[src/rtl/seg_scan_mux.sv]
// Time-multiplexed common-anode seven-segment scanner with PWM brightness,
// per-digit enable/dp, leading-zero blanking and a frame-aligned double buffer.

module seg_scan_digit (
  input  logic [3:0] nib,
  input  logic       zero_above,
  output logic       zero_here,
  output logic [6:0] code
);
  assign zero_here = zero_above && (nib == 4'h0);

  always_comb begin
    code = 7'h7F;
    unique case (nib)
      4'h0: code = 7'h01;  4'h1: code = 7'h4F;  4'h2: code = 7'h12;  4'h3: code = 7'h06;
      4'h4: code = 7'h4C;  4'h5: code = 7'h24;  4'h6: code = 7'h20;  4'h7: code = 7'h0F;
      4'h8: code = 7'h00;  4'h9: code = 7'h04;  4'hA: code = 7'h08;  4'hB: code = 7'h60;
      4'hC: code = 7'h31;  4'hD: code = 7'h42;  4'hE: code = 7'h30;  4'hF: code = 7'h38;
      default: code = 7'h7F;
    endcase
  end
endmodule

module seg_scan_mux #(
  parameter int NUM_DIGITS = 8,
  parameter int CLK_DIV    = 500,
  parameter int BRIGHT_W   = 4
) (
  input  logic                      clk,
  input  logic                      rst_n,
  input  logic [4*NUM_DIGITS-1:0]   data_in,
  input  logic [NUM_DIGITS-1:0]     dp_in,
  input  logic                      load,
  output logic                      load_ack,
  input  logic [NUM_DIGITS-1:0]     digit_en,
  input  logic                      blank_lz,
  input  logic [BRIGHT_W-1:0]       brightness,
  output logic                      frame_start,
  output logic [NUM_DIGITS-1:0]     an,
  output logic [6:0]                seg,
  output logic                      dp
);
  localparam int PW = (CLK_DIV > 1)    ? $clog2(CLK_DIV)    : 1;
  localparam int IW = (NUM_DIGITS > 1) ? $clog2(NUM_DIGITS) : 1;

  typedef struct packed {
    logic [NUM_DIGITS-1:0][3:0] nib;
    logic [NUM_DIGITS-1:0]      dp;
  } dbuf_t;

  dbuf_t                        shadow, active;
  logic                         pending;
  logic [PW-1:0]                pre;
  logic [BRIGHT_W-1:0]          sub;
  logic [IW-1:0]                idx;
  logic                         tick, sub_wrap, boundary, lit;
  logic [NUM_DIGITS:0]          zchain;
  logic [NUM_DIGITS-1:0]        blank;
  logic [NUM_DIGITS-1:0][6:0]   codes;
  logic [NUM_DIGITS-1:0]        an_nxt;

  assign tick     = (pre == PW'(CLK_DIV - 1));
  assign sub_wrap = tick && (sub == '1);
  assign boundary = sub_wrap && (idx == IW'(NUM_DIGITS - 1));

  // Zero-run chain flows from the most significant digit down; digit 0 never blanks.
  assign zchain[NUM_DIGITS] = 1'b1;
  for (genvar i = 0; i < NUM_DIGITS; i++) begin : g_dig
    seg_scan_digit u_dig (
      .nib       (active.nib[i]),
      .zero_above(zchain[i+1]),
      .zero_here (zchain[i]),
      .code      (codes[i])
    );
    assign blank[i] = (i != 0) && blank_lz && zchain[i];
  end

  // sub==0 is the ghost guard: always dark regardless of brightness.
  assign lit = (sub != '0) && (sub <= brightness) && digit_en[idx] && !blank[idx];

  always_comb begin
    an_nxt      = '1;
    an_nxt[idx] = ~lit;
  end

  always_ff @(posedge clk) begin
    if (!rst_n) begin
      pre         <= '0;
      sub         <= '0;
      idx         <= '0;
      shadow      <= '0;
      active      <= '0;
      pending     <= 1'b0;
      an          <= '1;
      seg         <= 7'h7F;
      dp          <= 1'b1;
      load_ack    <= 1'b0;
      frame_start <= 1'b0;
    end else begin
      pre <= tick ? '0 : pre + 1'b1;
      if (tick) sub <= sub + 1'b1;
      if (sub_wrap) idx <= (idx == IW'(NUM_DIGITS - 1)) ? '0 : idx + 1'b1;

      // Swap takes the pre-write shadow; a same-cycle load stays pending.
      if (boundary && pending) begin
        active  <= shadow;
        pending <= 1'b0;
      end
      if (load) begin
        shadow.nib <= data_in;
        shadow.dp  <= dp_in;
        pending    <= 1'b1;
      end

      an          <= an_nxt;
      seg         <= lit ? codes[idx] : 7'h7F;
      dp          <= lit ? ~active.dp[idx] : 1'b1;
      load_ack    <= boundary && pending;
      frame_start <= (idx == '0) && (sub == '0) && (pre == '0);
    end
  end
endmodule

[config.mk]
export PLATFORM = sky130hd
export DESIGN_NAME = seg_scan_mux
export DESIGN_NICKNAME = d
export VERILOG_FILES = /design/src/rtl/seg_scan_mux.sv
export SDC_FILE = /design/constraint.sdc
export NUM_CORES = 1
export LEC_CHECK = 0
export ABC_AREA = 1
export ABC_CLOCK_PERIOD_IN_PS = 3150
export CAP_MARGIN = 20
export CORE_MARGIN = 5
export CORE_UTILIZATION = 50
export DETAILED_ROUTE_END_ITERATION = 12
export PLACE_DENSITY = 0.76
export SLEW_MARGIN = 15
export SYNTH_ARGS = -nofsm -noshare
export SYNTH_HDL_FRONTEND = slang
export SYNTH_SLANG_ARGS = --single-unit
[constraint.sdc]
create_clock -name clk -period 3.15 [get_ports clk]
set_clock_uncertainty 0.05 [all_clocks]
set_input_delay 0.7875 -clock clk [delete_from_list [all_inputs] [get_ports clk]]
set_output_delay 0.7875 -clock clk [all_outputs]
set_load 0.03 [all_outputs]
# Word level (Yosys, flattened, before mapping)
# Memory sizes are Yosys's and may differ from the RTL's. A register that Yosys moved wholly into a read port is not among the register bits.
# Cells that the tools add are included.
[totals] regBits=115 latchBits=0 ramBits=0 romBits=896 in_bits=56 out_inout_bits=18 wordCells=115 n_memories=8
[op_classes] n_addsub=3 mul=0 n_div=0 n_lt_le_gt_ge=3 eq_ne=3 n_shift=0 muxes=29 bitwise_logic=5 n_reduce_logical=37
[memory_table] name="(no name shown)" depth=16 width=7 read_ports=1 rd_ports_with_merged_regs=1 wr=0 line="14" rtl="unique case (nib)"
[memory_table] name="(no name shown)" depth=16 width=7 read_ports=1 rd_ports_with_merged_regs=1 wr=0 line="14"
[memory_table] name="(no name shown)" depth=16 width=7 read_ports=1 rd_ports_with_merged_regs=1 wr=0 line="14"
[memory_table] name="(no name shown)" depth=16 width=7 read_ports=1 rd_ports_with_merged_regs=1 wr=0 line="14"
[memory_table] name="(no name shown)" depth=16 width=7 read_ports=1 rd_ports_with_merged_regs=1 wr=0 line="14"
[memory_table] name="(no name shown)" depth=16 width=7 read_ports=1 rd_ports_with_merged_regs=1 wr=0 line="14"
[memory_table] name="2 more memories"
[ops] cell="$mux W4" n=16
[ops] cell="$logic_not A4 Y1" n=8
[ops] cell="$logic_and A1 B1 Y1" n=22
[ops] cell="$bmux W7 S3" n=1
[ops] cell="$add A9 B1 Y9 const B" n=1
[ops] cell="$bmux W1 S3" n=3
[ops] cell="$eq A9 B9 Y1 const B" n=1
[ops] cell="$logic_not A9 Y1" n=1
[ops] cell="$not A8 Y8" n=1
[ops] cell="$or A8 B8 Y8" n=1
[ops] cell="$mux W7" n=1
[ops] cell="$mux W1" n=6
[ops] cell="$add A4 B1 Y4 const B" n=1
[ops] cell="$eq A4 B4 Y1 const B" n=1
[ops] cell="$le A4 B4 Y1" n=1
[ops] cell="$lt A3 B4 Y1 const B" n=1
[ops] cell="$reduce_bool A4 Y1" n=1
[ops] cell="$add A3 B1 Y3 const B" n=1
[ops] cell="$demux W1 S3" n=1
[ops] cell="$eq A3 B3 Y1 const B" n=1
[ops] cell="$ge A3 B1 Y1 const B" n=1
[ops] cell="$logic_not A3 Y1" n=1
[ops] cell="$mux W3" n=1
[ops] cell="$not A1 Y1" n=3
[ops] cell="4 further kinds" n=4

# Logic depth before layout (Yosys ltp)
# Gate-level depths: netlist of the first run.
[depth] ltp_word=14 mapped_depth=16

# Cells and area by module
# From an unflattened synthesis of the first run, not the netlist that was laid out.
[hier_totals] cells_unflattened=1199 area_unflattened_um2=7708.6
[by_module_without_submodules] mod="seg_scan_mux" n_inst=1 cells_per_inst=777 area_per_inst_um2=5277.6 seq_area_each_um2=2302.2
[by_module_without_submodules] mod="seg_scan_digit (g_dig[0].u_dig ...)" n_inst=7 cells_per_inst=53 area_per_inst_um2=304.0 seq_area_each_um2=0.0
[by_module_without_submodules] mod="seg_scan_digit (g_dig[1].u_dig)" n_inst=1 cells_per_inst=51 area_per_inst_um2=302.8 seq_area_each_um2=0.0

# Worst setup path after synthesis of the first run
# No wires, ideal clock.
[synth_timing] path_kind="reg-to-reg" startpoint="register sub[1]" endpoint="register g_dig[3].u_dig.code[6] (netlist name)" arrival_time_ns=2.163 setup_slack_ns=0.825 path_stages_with_launch=15 period_less_slack_ns=2.325 path_cell_list="dfxtp_1 > ha_1 > nand2_1 > nor2_1 > nand3_2 > nor2_4 > buf_4 > nand3_1 > nand3_1 > inv_1 > ha_1 > inv_1 > nand3_1 > nand3_1 > nand2_1"
[synth_via] elab_chain_len=6
[synth_rtl] item="start, declared" line="54" rtl="logic [BRIGHT_W-1:0] sub;"
[synth_rtl] item="start signal, assigned" line="101" rtl="if (tick) sub <= sub + 1'b1;"
[synth_rtl] item="$eq A4 B4 Y1" line="63" rtl="assign sub_wrap = tick && (sub == '1);"
[synth_rtl] item="$logic_and A1 B1 Y1" line="63"
[synth_rtl] item="$logic_and A1 B1 Y1" line="64" rtl="assign boundary = sub_wrap && (idx == IW'(NUM_DIGITS - 1));"
[synth_rtl] item="$logic_and A1 B1 Y1" line="105" rtl="if (boundary && pending) begin"
[synth_rtl] item="$mux W4 (no source line) (2 in series)"
# Every way passes these cells.
# A chain may end at the register's enable or synchronous reset.

# Final worst setup path of the first run
[layout_timing] startpoint="register sub[1]" endpoint="register g_dig[6].u_dig.code[3] (netlist name)"
[layout_via] elab_chain_len=6
[layout_rtl] item="$eq A4 B4 Y1" line="63"
[layout_rtl] item="$logic_and A1 B1 Y1" line="63"
[layout_rtl] item="$logic_and A1 B1 Y1" line="64"
[layout_rtl] item="$logic_and A1 B1 Y1" line="105"
[layout_rtl] item="$mux W4 (no source line) (2 in series)"
# Every way passes these cells.

==> results of run 1 <==
==> where the power goes <==
group / switching (mW) / internal [mW] / leakage, nW
Sequential: 0.0216 / 2.20 / 1.39
Combinational: 0.111 / 0.103 / 3.34
Clock: 0.858 / 1.23 / 0.279
Total: 0.990 / 3.54 / 5.01
==> worst max path at each step <==
| stage | start | endpoint | slack, ns | cells after the start |
|---|---|---|---|---|
| 2_1_floorplan | sub[1] | g_dig[3].u_dig.code[6] | 0.82 | 14 |
| 3_3_place_gp | pre[0] | g_dig[2].u_dig.code[6] | 0.38 | 16 |
| 3_5_place_dp | sub[1] | g_dig[3].u_dig.code[0] | 0.28 | 14 |
| 4_1_cts | sub[1] | g_dig[6].u_dig.code[3] | 0.22 | 13 |
| 5_1_grt | sub[1] | g_dig[3].u_dig.code[0] | 0.08 | 15 |
| 6_report | sub[1] | g_dig[6].u_dig.code[3] | 0.29 | 14 |
==> area by class of cell <==
class                      count  area share [%]
clock buffer                  22           4.680
clock inverter                 9           1.124
inverter                     153           5.668
multi-input combinational    816           42.25
sequential                   171           33.79
tap                          220           2.717
timing repair buffer         103           9.780
==> metal layers <==
metal  global-route usage (%)  vias up
li1                         -     3970
met1                    27.18     3546
met2                    38.09      250
met3                    4.192       56
met4                    8.720        0
met5                        0        -
==> logic make-up (layout without fill, tap and decap cells) <==
| logic type | count (synthesis) | in the layout | synth area share [%] |
|---|---|---|---|
| xor+xnor | 1 | 1 | 0.1036 |
| flops | 171 | 171 | 40.47 |
| compound gates | 121 | 121 | 7.870 |
| simple gates | 635 | 636 | 33.92 |
| fa+ha+maj | 58 | 58 | 8.580 |
| buf+inv | 194 | 287 | 9.053 |
==> critical path, cell delays in order, from the launching register on <==
cell and delay [ns]:
dfxtp_1 0.41, ha_1 0.20, nand2_1 0.08, nor2_1 0.26, nand3_2 0.30, nor2_4 0.20, buf_12 0.14, nand3_1 0.09
nand3_1 0.26, inv_1 0.14, ha_1 0.23, nand3_1 0.16, nand2_1 0.09, nand2_1 0.06, nand2_1 0.07
==> cell usage in the layout, fill, tap and decap left out, drive strengths merged, types with 2 or more instances in the layout <==
| cell | netlist | layout |
|---|---|---|
| clkinvlp | 0 | 3 |
| a21oi | 33 | 33 |
| nor2 | 101 | 102 |
| buf | 18 | 31 |
| nor3 | 13 | 13 |
| nand3 | 197 | 197 |
| clkdlybuf4s50 | 0 | 72 |
| or2 | 5 | 5 |
| a22o | 12 | 12 |
| o21ai | 68 | 68 |
| ha | 58 | 58 |
| dfxtp | 171 | 171 |
| clkinv | 0 | 3 |
| nor3b | 2 | 2 |
| nand2 | 297 | 297 |
| clkbuf | 23 | 22 |
| nand4 | 13 | 13 |
| o211ai | 2 | 2 |
| nor4 | 6 | 6 |
| inv | 153 | 154 |
| o22ai | 3 | 3 |
| bufinv | 0 | 2 |
==> sequential cells by signal, indices dropped and copies added (netlist names), 3 cells and up <==
signal            count
an                    8
sub                   4
g_dig.u_dig.code     56
shadow               40
active               40
seg                   7
pre                   9
idx                   3
==> repair_timing <==
action / 4_1_cts / 5_1_grt
endpoints found under the setup margin: 0 / 13
gates resized for setup: 0 / 1
buffers inserted: 0 / 4
==> cells in the mapped netlist (all sizes together) <==
| master | n | area share [%] |
|---|---|---|
| nand4 | 13 | 1.1 |
| o31ai | 1 | 0.089 |
| a22o | 12 | 1.2 |
| xnor2 | 1 | 0.10 |
| dfxtp | 171 | 40 |
| buf | 18 | 1.2 |
| o22ai | 3 | 0.22 |
| nand2 | 297 | 13 |
| nor3b | 2 | 0.18 |
| a21oi | 33 | 2.0 |
| nor2 | 101 | 5.3 |
| a31oi | 1 | 0.074 |
| nand3 | 197 | 12 |
| and3 | 1 | 0.074 |
| clkbuf | 23 | 1.0 |
| or2 | 5 | 0.37 |
| inv | 153 | 6.8 |
| nor3 | 13 | 0.83 |
| o21ai | 68 | 4.0 |
| o211ai | 2 | 0.18 |
| nor4 | 6 | 0.44 |
| ha | 58 | 8.6 |
| a211oi | 1 | 0.089 |
==> flow_summary.toml, run 1 <==
[logic_synthesis]
syn_nets = 1294
ys_seq_elements = 171
netlist_area_sq_mm = 0.008458
synth-seq-area-share_pct = 40.47
ys.warnings.count = 0
synth_cell_types = 35
synth.avg_cell_area_sq_um = 7.168
synth_cells = 1180

[critical_path]
worstSetupEndpointType = "flip-flop"
critPathArrivalTime_ns = 3.13
worstPathMaxFanout = 10
required_ns = 3.41
reg2reg_from = "sub[1]"
path_class = "flip-flop to flip-flop"
r2r-end = "g_dig[6].u_dig.code[3]"
r2r_slack_ns = 0.29
worst_r2r_path_depth = 14
start_kind = "flip-flop"

[floorplanning]
io_pins = 74
core_area_sq_mm = 0.01658
die_y_um = 140.1
start_util_pct = 51.00
die_area_sq_mm = 0.01962
rows = 47
die-width_um = 140.1

[timing]
finalSetupViolations = 0
fin_hold_ws_ns = 0.4160
final-hold-violation-count = 0
rsz0062_at_grt = "false"
fin_crit_sh_pct = 90.93
worst_slack_ns = 0.2856
setup_tns_ns = 0
final_max_slew_viol_count = 0
slew_headroom_pct = 60.53
min_period_ns = 2.864
worst_pin_slew_ns = 0.5906
max_freq_mhz = 349.1

[grt]
grt_pass1_wl_um = 35560
grt_max_degree = 39
antenna_found_initial = 0
grt_use_total_pct = 22.06
grt_pass1_vias = 7356
grt-ovfl-total = 0

[min_path]
hold_path_class = "flip-flop to flip-flop"
hp-start = "shadow[33]"
holdPathStages = 2
hold_end = "shadow[33]"

[cts]
cts-root-buf = "clkbuf_16"
cts_tree = "done"
clk_latency_ns = 0.43
clk_pin_slew_ns = 0.06
cts_sinks = 171
numCtsBuffers = 17
htree_levels = 4
ctsLongestPathBuffers = 2
ctsHoldBuffers = 0

[placement]
dpl_cell_area_sq_mm = 0.009490
placed_cells = 1458
dp_hpwl_um = 15960
io_buffers = 73
gp_congestion = 0.9029
dp_worst_setup_slack_ns = 0.2756

[detailed_routing]
wl_per_cell_um = 14.63
drcViolationCount = 0
antenna_left = 0
drt_iter0_markers = 631
wl_met3_um = 1137
firstDrtPassIters = 5
drt_wl_total_um = 21860
vias = 7822
met2WireLength_um = 10640
vias_per_cell = 5.236
maxUsedRoutingLayer = "met4"
wl_met1_um = 9382

[cells_and_area]
antenna_cells = 0
utilization_pct = 61.10
fillers = 1500
instances_no_fill = 1494
regArea_sq_mm = 0.003423
multi_input_area_sq_mm = 0.004280
drive_gt1_share_pct = 8.791
final_cell_area_sq_mm = 0.01013
nets = 1376
area_growth_pct = 19.79

[pwr]
ir_drop_mv = 0.3057
powerDensity_mw_per_mm2 = 446.8
power.leakage_nw = 5.006
power_mw = 4.527

[flow_run]
max-cap-violations = 0

[run_status]
outcome = "finished, final reports clean"
(Power assumes the default switching activity.)
==> inputs of run 2 (changes only) <==
--- a/config.mk
+++ b/config.mk
@@ -8,6 +8,7 @@
 export ABC_AREA = 1
 export ABC_CLOCK_PERIOD_IN_PS = 3150
 export CAP_MARGIN = 20
+export CORE_ASPECT_RATIO = 1.2
 export CORE_MARGIN = 5
 export CORE_UTILIZATION = 50
 export DETAILED_ROUTE_END_ITERATION = 12
==> run 2 against run 1 <==
Against the previous run: first-iteration DRC count down 15%; die area about the same; core utilization fell by 0.98 points; register-to-register slack improved by 0.09 ns.
==> flow_summary.toml, run 2 (synthesis gave the netlist of run 1 again) <==
[cells_and_area]
drive_gt1_share_pct = 8.070
regArea_sq_mm = 0.003423
final_cell_mix = "291 x nand2_1, 188 x nand3_1, 171 x dfxtp_1, 138 x inv_1, 86 x nor2_1"
layout_commonest_cell = "nand2_1"
largest_reg_flops = 56
area_growth_pct = 18.85
fillers = 1481
nets = 1368
multi_input_area_sq_mm = 0.004269
utilization_pct = 60.12
antenna_cells = 0

[detailed_routing]
wl_per_cell_um = 14.47
antenna_left = 0
drt_iter0_markers = 536
firstDrtPassIters = 5
drcViolationCount = 0
vias = 7735
drt_wl_total_um = 21410
vias_per_cell = 5.226

[grt]
grt_max_degree = 44
grt_pass1_wl_um = 35740
grt-ovfl-total = 0
grt_use_total_pct = 22.41
grt_pass1_vias = 7365
antenna_found_initial = 0

[cts]
cts_setup_buffers = 0
htree_levels = 4
cts-root-buf = "clkbuf_16"
numCtsBuffers = 17
cts_sinks = 171
ctsLongestPathBuffers = 2
cts_tree = "done"
post_cts_resized = 0
clk_latency_ns = 0.43
clk_pin_slew_ns = 0.07
ctsHoldBuffers = 0

[critical_path]
worstSetupEndpointType = "flip-flop"
cp-startpoint = "idx[1]"
slowest_delay_ns = 0.55
worst_r2r_path_depth = 12
reg2reg_from = "idx[1]"
critPathArrivalTime_ns = 3.04
start_kind = "flip-flop"
cpMaxStageDelayCell = "dfxtp_1"
path_class = "flip-flop to flip-flop"
r2r_slack_ns = 0.37
required_ns = 3.42
worstPathMaxFanout = 43
worstPathCellList = "ha_1 > ha_1 > nand4_4 > buf_12 > nand2_1 > nand2_1 > nand2_1 > inv_1 > ha_1 > inv_1 > nand3_1 > o21ai_1"

[floorplanning]
io_pins = 74
die_area_sq_mm = 0.01963
die_y_um = 152.5
start_util_pct = 50.58
die-width_um = 128.7
rows = 52
core_area_sq_mm = 0.01672

[timing]
finalSetupViolations = 0
rsz0062_at_grt = "false"
slew_headroom_pct = 61.40
worst_pin_slew_ns = 0.5776
setup_tns_ns = 0
fin_crit_sh_pct = 88.16
max_freq_mhz = 360.1
min_period_ns = 2.777
final_max_slew_viol_count = 0
final-hold-violation-count = 0

[run_status]
outcome = "finished, final reports clean"

[pwr]
powerDensity_mw_per_mm2 = 446.7
power.leakage_nw = 4.972
ir_drop_mv = 0.3897

[min_path]
hp-start = "shadow[21]"
hold_path_class = "flip-flop to flip-flop"
holdPathStages = 2

[placement]
io_buffers = 73
gp_congestion = 0.9323
dp_hpwl_um = 16060

[flow_run]
max-cap-violations = 0
## run 2: changes by cell type in the layout (fill, tap and decap cells not counted), sizes merged
| cell | change |
|---|---|
| buf | -7 |
| clkbuf | +1 |
| inv | -1 |
| clkinvlp | -1 |
| nor2 | -1 |
| clkinv | -1 |
## run 2: cell type report
cell class / count / area share [%]
Multi-Input combinational cell: 815 / 42.47
Inverter: 153 / 5.713
Sequential cell: 171 / 34.06
Clock buffer: 23 / 4.854
Clock inverter: 6 / 0.8837
Tap cell: 216 / 2.689
Timing Repair Buffer: 96 / 9.335
## run 2: path summary, 6_finish.rpt
path / endpoint
worst max register to register: g_dig[2].u_dig.code[4]
worst max-delay path: g_dig[2].u_dig.code[4]
worst min-delay path: shadow[21]
worst min register to register: shadow[21]
## run 2: per-layer routing
metal / routed length (um) / GRT usage, %
met3: 954 / 4.313
met5: 0 / 0
met1: 8480 / 25.75
met4: 727 / 9.255
met2: 11250 / 40.07
## run 2: metrics by stage
step	hold WS [ns]	setup slack (ns)	instances	cell area, sq um	power [mW]
finish	0.4131	0.3729	1480	10050	4.490
floorplan	0.3738	0.8250	1180	8458	2.371
global route	0.4362	0.1459	1480	10050	4.634
detailed placement	0.4021	0.4470	1451	9475	2.493
global placement	0.3985	0.4578	1451	9475	2.488
CTS	0.4105	0.4101	1480	10050	4.509
## run 2: report_power, final
group / internal [mW] / switching [mW] / total [mW]
sequential: 2.20 / 0.0218 / 2.23
clock: 1.24 / 0.805 / 2.04
combinational: 0.106 / 0.115 / 0.221
total: 3.55 / 0.943 / 4.49
## run 2: critical path: cells and delay by family, from the launching register on
family,cells,cell delay (ns)
simple gates,5,0.66
buf+inv,3,0.47
flops,1,0.55
fa+ha+maj,3,0.74
compound gates,1,0.17
